$ cat src/rtl/paddsb_seq.sv
// Multi-cycle packed saturating sub-word adder: one shared LANE_W-bit
// saturating adder lane is stepped across all LANES lanes, one lane per cycle.
module paddsb_seq #(
    parameter int LANE_W = 4,
    parameter int LANES  = 4
) (
    input  logic                    clk,
    input  logic                    rst_n,
    input  logic                    in_valid,
    output logic                    in_ready,
    input  logic [LANE_W*LANES-1:0] A,
    input  logic [LANE_W*LANES-1:0] B,
    output logic                    out_valid,
    input  logic                    out_ready,
    output logic [LANE_W*LANES-1:0] Sum,
    output logic [LANES-1:0]        sat,
    output logic                    busy,
    output logic [1:0]              dbg_state
);

    // Handshake: a transfer happens on a rising edge where valid && ready are
    // both high; operands are taken only in IDLE, results are held in DONE until
    // out_ready, and valid never depends combinationally on ready.

    localparam int DW  = LANE_W * LANES;
    localparam int CW  = (LANES > 1) ? $clog2(LANES) : 1;
    localparam int MSB = LANE_W - 1;

    localparam logic [LANE_W-1:0] SAT_POS = {1'b0, {(LANE_W-1){1'b1}}};
    localparam logic [LANE_W-1:0] SAT_NEG = {1'b1, {(LANE_W-1){1'b0}}};

    typedef enum logic [1:0] {
        IDLE = 2'd0,
        BUSY = 2'd1,
        DONE = 2'd2
    } state_t;

    state_t state, state_nxt;

    logic [DW-1:0]     a_q, b_q;
    logic [DW-1:0]     sum_q;
    logic [LANES-1:0]  sat_q;
    logic [CW-1:0]     cnt;

    logic [LANE_W-1:0] lane_a, lane_b, lane_s, lane_res;
    logic              lane_ovf;
    logic              last_lane;
    logic              accept;

    assign last_lane = (cnt == CW'(LANES - 1));
    assign accept    = in_valid && in_ready;

    always_ff @(posedge clk or negedge rst_n) begin
        if (!rst_n) begin
            state <= IDLE;
        end else begin
            state <= state_nxt;
        end
    end

    always_comb begin
        state_nxt = state;
        in_ready  = 1'b0;
        out_valid = 1'b0;
        busy      = 1'b1;
        unique case (state)
            IDLE: begin
                in_ready = 1'b1;
                busy     = 1'b0;
                if (in_valid) state_nxt = BUSY;
            end
            BUSY: begin
                if (last_lane) state_nxt = DONE;
            end
            DONE: begin
                out_valid = 1'b1;
                if (out_ready) state_nxt = IDLE;
            end
            default: begin
                state_nxt = IDLE;
            end
        endcase
    end

    // Select the lane addressed by the counter from the captured operands.
    always_comb begin
        lane_a = '0;
        lane_b = '0;
        for (int k = 0; k < LANES; k++) begin
            if (cnt == CW'(k)) begin
                lane_a = a_q[k*LANE_W +: LANE_W];
                lane_b = b_q[k*LANE_W +: LANE_W];
            end
        end
    end

    // Signed overflow only when both inputs share a sign the sum does not.
    always_comb begin
        lane_s   = lane_a + lane_b;
        lane_ovf = (lane_a[MSB] == lane_b[MSB]) && (lane_s[MSB] != lane_a[MSB]);
        lane_res = lane_s;
        if (lane_ovf) begin
            lane_res = lane_s[MSB] ? SAT_POS : SAT_NEG;
        end
    end

    always_ff @(posedge clk or negedge rst_n) begin
        if (!rst_n) begin
            a_q   <= '0;
            b_q   <= '0;
            sum_q <= '0;
            sat_q <= '0;
            cnt   <= '0;
        end else begin
            if (state == IDLE) begin
                if (accept) begin
                    a_q   <= A;
                    b_q   <= B;
                    sum_q <= '0;
                    sat_q <= '0;
                    cnt   <= '0;
                end
            end else if (state == BUSY) begin
                for (int k = 0; k < LANES; k++) begin
                    if (cnt == CW'(k)) begin
                        sum_q[k*LANE_W +: LANE_W] <= lane_res;
                        sat_q[k]                  <= lane_ovf;
                    end
                end
                cnt <= last_lane ? '0 : cnt + CW'(1);
            end
        end
    end

    assign Sum       = sum_q;
    assign sat       = sat_q;
    assign dbg_state = state;

endmodule

$ cat config.mk
export PLATFORM = sky130hd
export DESIGN_NAME = paddsb_seq
export DESIGN_NICKNAME = d
export VERILOG_FILES = /design/src/rtl/paddsb_seq.sv
export SDC_FILE = /design/constraint.sdc
export NUM_CORES = 1
export LEC_CHECK = 0
export CAP_MARGIN = 0
export CORE_UTILIZATION = 40
export CTS_BUF_LIST = sky130_fd_sc_hd__clkbuf_16
export CTS_CLUSTER_SIZE = 40
export DETAILED_ROUTE_END_ITERATION = 10
export DONT_BUFFER_PORTS = 1
export PLACE_DENSITY = 0.53
export REMOVE_ABC_BUFFERS = 1
export SYNTH_ARGS = -nofsm -noshare
export SYNTH_HDL_FRONTEND = slang
export SYNTH_SLANG_ARGS = --single-unit
$ cat constraint.sdc
create_clock -name clk -period 3.1 [get_ports clk]
set_input_delay 0 -clock clk [delete_from_list [all_inputs] [get_ports clk]]
set_output_delay 0 -clock clk [all_outputs]
set_load 0.01 [all_outputs]
==> results of run 1 <==
logic make-up (layout without fill, tap and decap cells):
logic type | count (synthesis) | in the layout
AO/OA/AOI/OAI | 71 | 71
flip-flops | 56 | 56
AND/OR/NAND/NOR | 167 | 167
XOR/XNOR | 1 | 1
adder cells (fa/ha/maj) | 9 | 9
multiplexers | 4 | 4
buffers and inverters | 23 | 73
power by group through the flow:
stage | clock network (W) | logic (W) | registers, W
global placement | 0 | 0.00254 | 0.00135
floorplan | 0 | 0.00172 | 0.00130
CTS | 0.000640 | 0.00269 | 0.00134
finish | 0.000626 | 0.00292 | 0.00134
detailed placement | 0 | 0.00257 | 0.00135
global route | 0.000670 | 0.00323 | 0.00138
per-layer routing:
layer	global-route usage	vias to the layer above	part of all wire
met1	0.2561	1093	0.48
met2	0.3042	55	0.47
met3	0.03412	7	0.038
met5	0	-	0
li1	-	1203	-
met4	0.04091	0	0.0092
registers in the layout, indices dropped and copies added (netlist names):
| name | cells |
|---|---|
| Sum | 16 |
| a_q | 16 |
| b_q | 16 |
| sat | 4 |
| cnt | 2 |
| dbg_state | 2 |
worst max-delay path by stage:
stage,startpoint,endpoint,slack [ps],cells past startpoint
4_1_cts,cnt[0],Sum[10],20,14
3_5_place_dp,cnt[0],sat[2],-120,12
5_1_grt,cnt[1],sat[1],-40,13
2_1_floorplan,cnt[0],Sum[0],-50,13
6_report,cnt[1],sat[0],100,13
3_3_place_gp,cnt[0],sat[3],-40,12
layout make-up:
type	count	share of cell area
Inverter	6	0.006065
Sequential cell	56	0.3774
Clock inverter	3	0.01044
Tap cell	96	0.03234
Clock buffer	5	0.03369
Multi-Input combinational cell	252	0.3925
Timing Repair Buffer	59	0.1476
synth_stat cells, types with 5 or more instances:
| master | instances | area (sq um) |
|---|---|---|
| o21ai_1 | 8 | 40.04 |
| ha_1 | 7 | 87.58 |
| nor2b_1 | 7 | 43.79 |
| nand2b_1 | 7 | 43.79 |
| a21oi_1 | 14 | 70.07 |
| nor2_1 | 5 | 18.77 |
| o21ai_0 | 22 | 110.1 |
| dfrtp_1 | 56 | 1401 |
| a22o_1 | 6 | 52.55 |
| clkbuf_1 | 10 | 37.54 |
| a21o_1 | 6 | 45.04 |
| o221a_1 | 6 | 67.56 |
| nand2_1 | 132 | 495.5 |
through the flow:
stage	hold slack, ps	util
floorplan	-295.6	-
global placement	-293.7	0.4486
detailed placement	-293.2	0.4486
CTS	32.27	0.5264
global route	77.98	0.5377
finish	63.74	0.5377
timing repair:
| action | in CTS | in global routing |
|---|---|---|
| endpoints found under the hold margin | 89 | 0 |
| hold buffers | 35 | 0 |
| pin swaps | 0 | 5 |
| resized for setup | 4 | 19 |
| endpoints found under the setup margin | 14 | 14 |
| setup buffers | 0 | 2 |
==> reports/results.txt, run 1 <==
status: completed
Max-slew headroom: 0.6054
Worst Hold Class: input port to register
DR vias: 2358
worst path arrival time: 3170 ps
Ys Warns: 0
slowest stage cell on the critical path: fa_2
Cell Area, Placed: 3098 sq um
post-synthesis adder-cell area fraction: 0.04408
total power: 0.004885 W
Worst-path clk slew: 70 ps
Synth cell types: 35
Syn Inst Count: 331
GR Overflow Total: 0
worst hold start: in_valid
Clock Power Share: 0.128
Sink Count: 56
fin area: 3714 sq um
DRT Pass-1 Iters: 4
post-synthesis mux area share: 0.01556
commonest non-fill, non-tap cell in the layout: nand2_1
max-cap violations: 0
Post-Syn Area per Cell: 8.747 sq um
worst reg-to-reg path cell count: 13
required time worst endpoint: 3270 ps
Internal Dissipation: 0.002787 W
Cell Area, Synth: 2895 sq um
share of layout cells above drive strength 1: 0.1575
Die X: 87.08 microns
largest buffer count on any clock path: 2
clock skew: 8.991 ps
combinational power share: 0.598
H-tree levels: 2
Cells on Worst Hold Path: 2
Initial DRC Count: 82
hold path endpoint: dbg_state[0]
simple-gate portion of the synthesized area: 0.2563
complex-gate fraction of the synthesized area: 0.1608
core box area: 6907 sq um
EDFF count, synth: 0
most frequent cells in the layout: 132 x nand2_1, 56 x dfrtp_1, 34 x dlygate4sd3_1
pin count of the biggest net entering global routing: 57
full die area: 7582 sq um
worst reg2reg startpoint: cnt[1]
Yosys reg bits: 56
clk_lat worst skew: 290 ps
Setup TNS Final: 0 ps
Buffers on Ports: 0
CTS tree: built
Peak Freq: 333.5 MHz
cell family with most CP delay: adder cells
worst stage delay on the critical path: 640 ps
Post-Synth XOR/XNOR Area: 0.003025
P per Cell Area: 1316 nW/um^2
Root Driver: clkbuf_16
DIE HEIGHT: 87.08 microns
CTS buffer count: 5
Worst setup EP type: register
Ports: 61
Max Slew Vio Count: 0
Most used DFF post-synth: dfrtp_1
RSZ-0062 raised after global routing: true
Final #Nets: 425
Leak Pwr: 1.800 nW
Critical R2R Capture: sat[0]
first-pass GRT wire length: 10870 microns
FF-to-FF setup slack: 100 ps
startpoint type of the worst setup path: register
antenna viol nets, final: 0
worst setup margin: 101.8 ps
# DRC: 0
multi-input logic area: 1458 sq um
post-DP HPWL: 4584 microns
non-filler cells, final: 477
Initial Util: 0.4192
GPL Wtd Cong: 0.8313
# rows: 30
CP max FO: 8
crit-path cells: inv_1, ha_4, nand3b_1, a21oi_1, a21oi_1, o21ai_1, ha_1, a21o_1, a21o_1, fa_2, nor3_1, a21oi_2, o21ai_1
Antenna diodes: 0
initial antenna violation count: 0
vias in the first global route: 2248
Worst Path Buf+Inv: 1
post-DR wirelength/cell: 14.31 microns
Synth-to-Final Area Change: 28.26%
Post-synth ARST share: 1.000
final-layout fill cell count: 649
Routed WL: 6824 microns
GRT Overall Usage: 0.1856
Setup WS pre-CTS: -115.3 ps
sequential element share of the synthesized area: 0.4840
VDD IR-drop max: 0.5840 mV
Least-Margin Pin Slew: 591.9 ps
vias per cell: 4.943
Final Hold Vio Count: 0
switching share of power: 0.4296
largest family of logic cells by synthesized area: simple AND/OR/NAND/NOR gates
Storage cell area: 1401 sq um
final number of setup-violating endpoints: 0
Tmin final: 2998 ps
P_sw: 0.002099 W
period utilization: 0.9672
Setup CP Type: register to register
dpl cells: 432
Flop pwr share: 0.274
No activity file was read; power rests on OpenSTA's default activity.
==> run 2, diff against run 1 <==
--- a/config.mk
+++ b/config.mk
@@ -6,6 +6,7 @@
 export NUM_CORES = 1
 export LEC_CHECK = 0
 export CAP_MARGIN = 0
+export CORE_ASPECT_RATIO = 1.25
 export CORE_UTILIZATION = 40
 export CTS_BUF_LIST = sky130_fd_sc_hd__clkbuf_16
 export CTS_CLUSTER_SIZE = 40
==> reports/results.txt, run 2 (same netlist as run 1, synthesis figures left out) <==
CP max FO: 8
Worst Hold Class: input port to register
CTS buffer count: 5
Ports: 61
final-layout fill cell count: 680
clock skew: 8.023 ps
share of layout cells above drive strength 1: 0.1641
Tmin final: 3004 ps
Storage cell area: 1403 sq um
Die X: 78.10 microns
post-DP HPWL: 4790 microns
required time worst endpoint: 3270 ps
VDD IR-drop max: 0.5098 mV
GRT Overall Usage: 0.1969
Setup TNS Final: 0 ps
P per Cell Area: 1263 nW/um^2
Sink Count: 56
Internal Dissipation: 0.002642 W
vias in the first global route: 2453
full die area: 7585 sq um
Flop pwr share: 0.282
combinational power share: 0.604
DIE HEIGHT: 97.12 microns
Synth-to-Final Area Change: 28.48%
Max-slew headroom: 0.6209
final number of setup-violating endpoints: 0
CTS tree: built
DRT Pass-1 Iters: 6
Final #Nets: 428
initial antenna violation count: 0
Final Hold Vio Count: 0
GR Overflow Total: 0
vias per cell: 5.124
commonest non-fill, non-tap cell in the layout: nand2_1
antenna viol nets, final: 0
DR vias: 2429
most frequent cells in the layout: 132 x nand2_1, 55 x dfrtp_1, 35 x dlygate4sd3_1
multi-input logic area: 1473 sq um
P_sw: 0.002057 W
max-cap violations: 0
# rows: 34
Worst setup EP type: register
Worst-path clk slew: 70 ps
Peak Freq: 332.9 MHz
FF-to-FF setup slack: 100 ps
first-pass GRT wire length: 11690 microns
clk_lat worst skew: 290 ps
Max Slew Vio Count: 0
post-DR wirelength/cell: 14.80 microns
Antenna diodes: 0
GPL Wtd Cong: 0.8184
Initial DRC Count: 110
non-filler cells, final: 474
H-tree levels: 2
# DRC: 0
worst path arrival time: 3170 ps
status: completed
Root Driver: clkbuf_16
Leak Pwr: 1.803 nW
Setup CP Type: register to register
startpoint type of the worst setup path: register
Routed WL: 7013 microns
Buffers on Ports: 0
switching share of power: 0.4377
Least-Margin Pin Slew: 567.5 ps
core box area: 6977 sq um
Clock Power Share: 0.114
largest buffer count on any clock path: 2
Initial Util: 0.4150
period utilization: 0.9689
RSZ-0062 raised after global routing: true
final core occ: 0.5332
pin count of the biggest net entering global routing: 57
dpl cells: 427
[run 2: routing by layer]
metal | GRT usage | up-vias | part of all wire
li1 | - | 1211 | -
met1 | 0.2489 | 1160 | 0.45
met2 | 0.3387 | 52 | 0.51
met3 | 0.03850 | 6 | 0.031
met4 | 0.05556 | 0 | 0.0097
met5 | 0 | - | 0
[run 2: final timing paths]
| path | start | end | cells past startpoint |
|---|---|---|---|
| worst max-delay path | cnt[1] | Sum[0] | 13 |
| worst min-delay path | in_valid | a_q[3] | 4 |
| worst max register to register | cnt[1] | Sum[0] | 13 |
| worst min register to register | a_q[8] | a_q[8] | 2 |
| max in group asynchronous | rst_n | b_q[13] | 2 |
| min in group asynchronous | rst_n | Sum[3] | 2 |
[run 2: per-stage QoR]
| step | area (sq um) | hold WS, ps | power (W) | worst slack (ps) |
|---|---|---|---|---|
| global route | 3720 | 129.0 | 0.005118 | -41.10 |
| CTS | 3615 | 111.9 | 0.004496 | 7.278 |
| global placement | 3098 | -294.1 | 0.003835 | 17.94 |
| floorplan | 2813 | -295.6 | 0.003028 | -54.11 |
| finish | 3720 | 112.4 | 0.004699 | 96.37 |
| detailed placement | 3098 | -294.5 | 0.003878 | -78.23 |
[run 2: repair_timing]
item	CTS	global route
hold endpoints to repair	90	0
buffers inserted	0	3
resized for setup	3	24
pin swaps	0	11
hold buffers	36	0
setup endpoints to repair	14	19
[run 2: critical path, cell delays in order (launching register included)]
cell and delay (ps):
dfrtp_1 420, inv_2 90, ha_4 190, nand3b_1 160, a21oi_1 140, a21oi_1 50, o21ai_1 190, ha_1 260
a21o_1 150, a21o_1 180, fa_2 550, o21ai_0 130, nand3_2 130, o221a_1 240
[run 2: area by class of cell]
cell class | instances | share of cell area
inverters | 6 | 0.006054
well taps | 90 | 0.03027
clock buffers | 5 | 0.03364
flip-flops and latches | 56 | 0.3771
multi-input cells | 252 | 0.3959
clock inverters | 3 | 0.003027
repair buffers | 62 | 0.1541
[run 2: power groups by stage]
stage	logic (W)	registers (W)	clock network [W]
2_1_floorplan	0.00172	0.00130	0
3_3_place_gp	0.00251	0.00133	0
3_5_place_dp	0.00254	0.00134	0
4_1_cts	0.00262	0.00132	0.000555
5_1_grt	0.00317	0.00136	0.000585
6_report	0.00284	0.00133	0.000536
==> run 3, diff against run 2 <==
--- a/config.mk
+++ b/config.mk
@@ -8,12 +8,13 @@
 export CAP_MARGIN = 0
 export CORE_ASPECT_RATIO = 1.25
 export CORE_UTILIZATION = 40
-export CTS_BUF_LIST = sky130_fd_sc_hd__clkbuf_16
+export CTS_BUF_LIST = sky130_fd_sc_hd__clkbuf_4 sky130_fd_sc_hd__clkbuf_8 sky130_fd_sc_hd__clkbuf_16
 export CTS_CLUSTER_SIZE = 40
 export DETAILED_ROUTE_END_ITERATION = 10
 export DONT_BUFFER_PORTS = 1
 export PLACE_DENSITY = 0.53
 export REMOVE_ABC_BUFFERS = 1
+export SKIP_CTS_REPAIR_TIMING = 1
 export SYNTH_ARGS = -nofsm -noshare
 export SYNTH_HDL_FRONTEND = slang
 export SYNTH_SLANG_ARGS = --single-unit
==> reports/results.txt, run 3 (same netlist as run 1, synthesis figures left out) <==
status: completed
Most Used Layer, Global Route: met2
GRT Overall Usage: 0.1874
Max-slew headroom: 0.6296
Final Hold Vio Count: 0
Synth-to-Final Area Change: 27.44%
core box area: 6977 sq um
GR Overflow Total: 0
Setup TNS Final: 0 ps
Initial Util: 0.4150
required time worst endpoint: 3300 ps
post-DP HPWL: 4790 microns
Peak Freq: 334.7 MHz
slowest stage cell on the critical path: fa_2
worst reg2reg startpoint: cnt[1]
# DRC: 0
VDD IR-drop max: 0.5195 mV
worst reg-to-reg path cell count: 13
RSZ-0062 raised after global routing: true
final number of setup-violating endpoints: 0
crit-path cells: inv_2, ha_4, nand3b_1, a21oi_2, a21oi_1, o21ai_1, ha_1, a21o_1, a21o_1, fa_2, o21ai_0, nand3_2, o221a_1
final core occ: 0.5289
Least-Margin Pin Slew: 554.4 ps
Buffers on Ports: 0
initial antenna violation count: 0
FF-to-FF setup slack: 110 ps
full die area: 7585 sq um
pin count of the biggest net entering global routing: 57
worst hold start: in_valid
clock skew: 14.41 ps
Tmin final: 2988 ps
commonest non-fill, non-tap cell in the layout: nand2_1
termination of the worst setup path: Sum[0]
vias in the first global route: 2272
met1 Use GR: 0.2448
non-filler cells, final: 474
CP most frequent cell: a21o_1
GPL Wtd Cong: 0.8184
largest buffer count on any clock path: 2
DR vias: 2415
H-tree levels: 2
share of layout cells above drive strength 1: 0.1745
fin area: 3690 sq um
Worst setup EP type: register
first-pass GRT wire length: 11100 microns
Levels on crit path: 13
max-cap violations: 0
antenna viol nets, final: 0
Final #Nets: 428
DRT Pass-1 Iters: 4
period utilization: 0.9638
Critical R2R Capture: Sum[0]
Max Slew Vio Count: 0
worst stage delay on the critical path: 550 ps
clk_lat worst skew: 320 ps
CTS tree: built
met3 GRT Util: 0.04131
Setup CP Type: register to register
worst path arrival time: 3180 ps
vias per cell: 5.095
Root Driver: clkbuf_8
CTS buffer count: 5
startpoint type of the worst setup path: register
# rows: 34
Ports: 61
Routed WL: 6993 microns
Worst-path clk slew: 110 ps
CP max FO: 8
Worst Setup SP: cnt[1]
P per Cell Area: 1248 nW/um^2
DIE HEIGHT: 97.12 microns
GR Util met2: 0.3050
Antenna diodes: 0
Worst Path Buf+Inv: 1
Initial DRC Count: 110
most frequent cells in the layout: 132 x nand2_1, 55 x dfrtp_1, 35 x dlygate4sd3_1
post-DR wirelength/cell: 14.75 microns
Sink Count: 56
total power: 0.004606 W
dpl cells: 427
cell family with most CP delay: compound AO/OA/AOI/OAI gates
Leak Pwr: 1.783 nW
Cell Area, Placed: 3098 sq um
Worst Hold Class: input port to register
Die X: 78.10 microns
==> run 3: routing by layer <==
layer  share of wire  wire, microns
met5               0              0
met3           0.042            297
met2            0.51           3565
met4           0.015            107
met1            0.43           3023
==> run 3: power breakdown <==
group / switching (W) / internal, W
combinational: 0.00155 / 0.00129
clock: 0.000235 / 0.000201
sequential: 0.000264 / 0.00106
total: 0.00205 / 0.00256
==> run 3: worst reg2reg max path, stage by stage, from the launching register on <==
cell	delay, ps
dfrtp_1	430
inv_2	90
ha_4	190
nand3b_1	170
a21oi_2	120
a21oi_1	50
o21ai_1	180
ha_1	260
a21o_1	150
a21o_1	180
fa_2	550
o21ai_0	130
nand3_2	130
o221a_1	250
==> run 3: final cells by class <==
type | instances | area [sq um]
multi-input cells | 252 | 1478
well taps | 90 | 112.6
repair buffers | 62 | 576.8
flip-flops and latches | 56 | 1403
clock buffers | 8 | 97.59
inverters | 6 | 22.52
fillers | 690 | 3287
==> run 3: worst min path at each step <==
stage	to	slack [ps]	cells past startpoint
floorplan	Sum[0]	-300	0
global placement	b_q[3]	-290	0
detailed placement	Sum[3]	-290	0
CTS	Sum[3]	-640	0
global route	b_q[11]	90	4
finish	b_q[11]	80	4
==> run 3: metrics by stage <==
stage               setup WS, ps  hold WS, ps
floorplan                 -54.11       -295.6
global placement           17.94       -294.1
detailed placement        -78.23       -294.5
CTS                       -85.55       -642.9
global route              -34.21        90.05
finish                     112.2        77.64
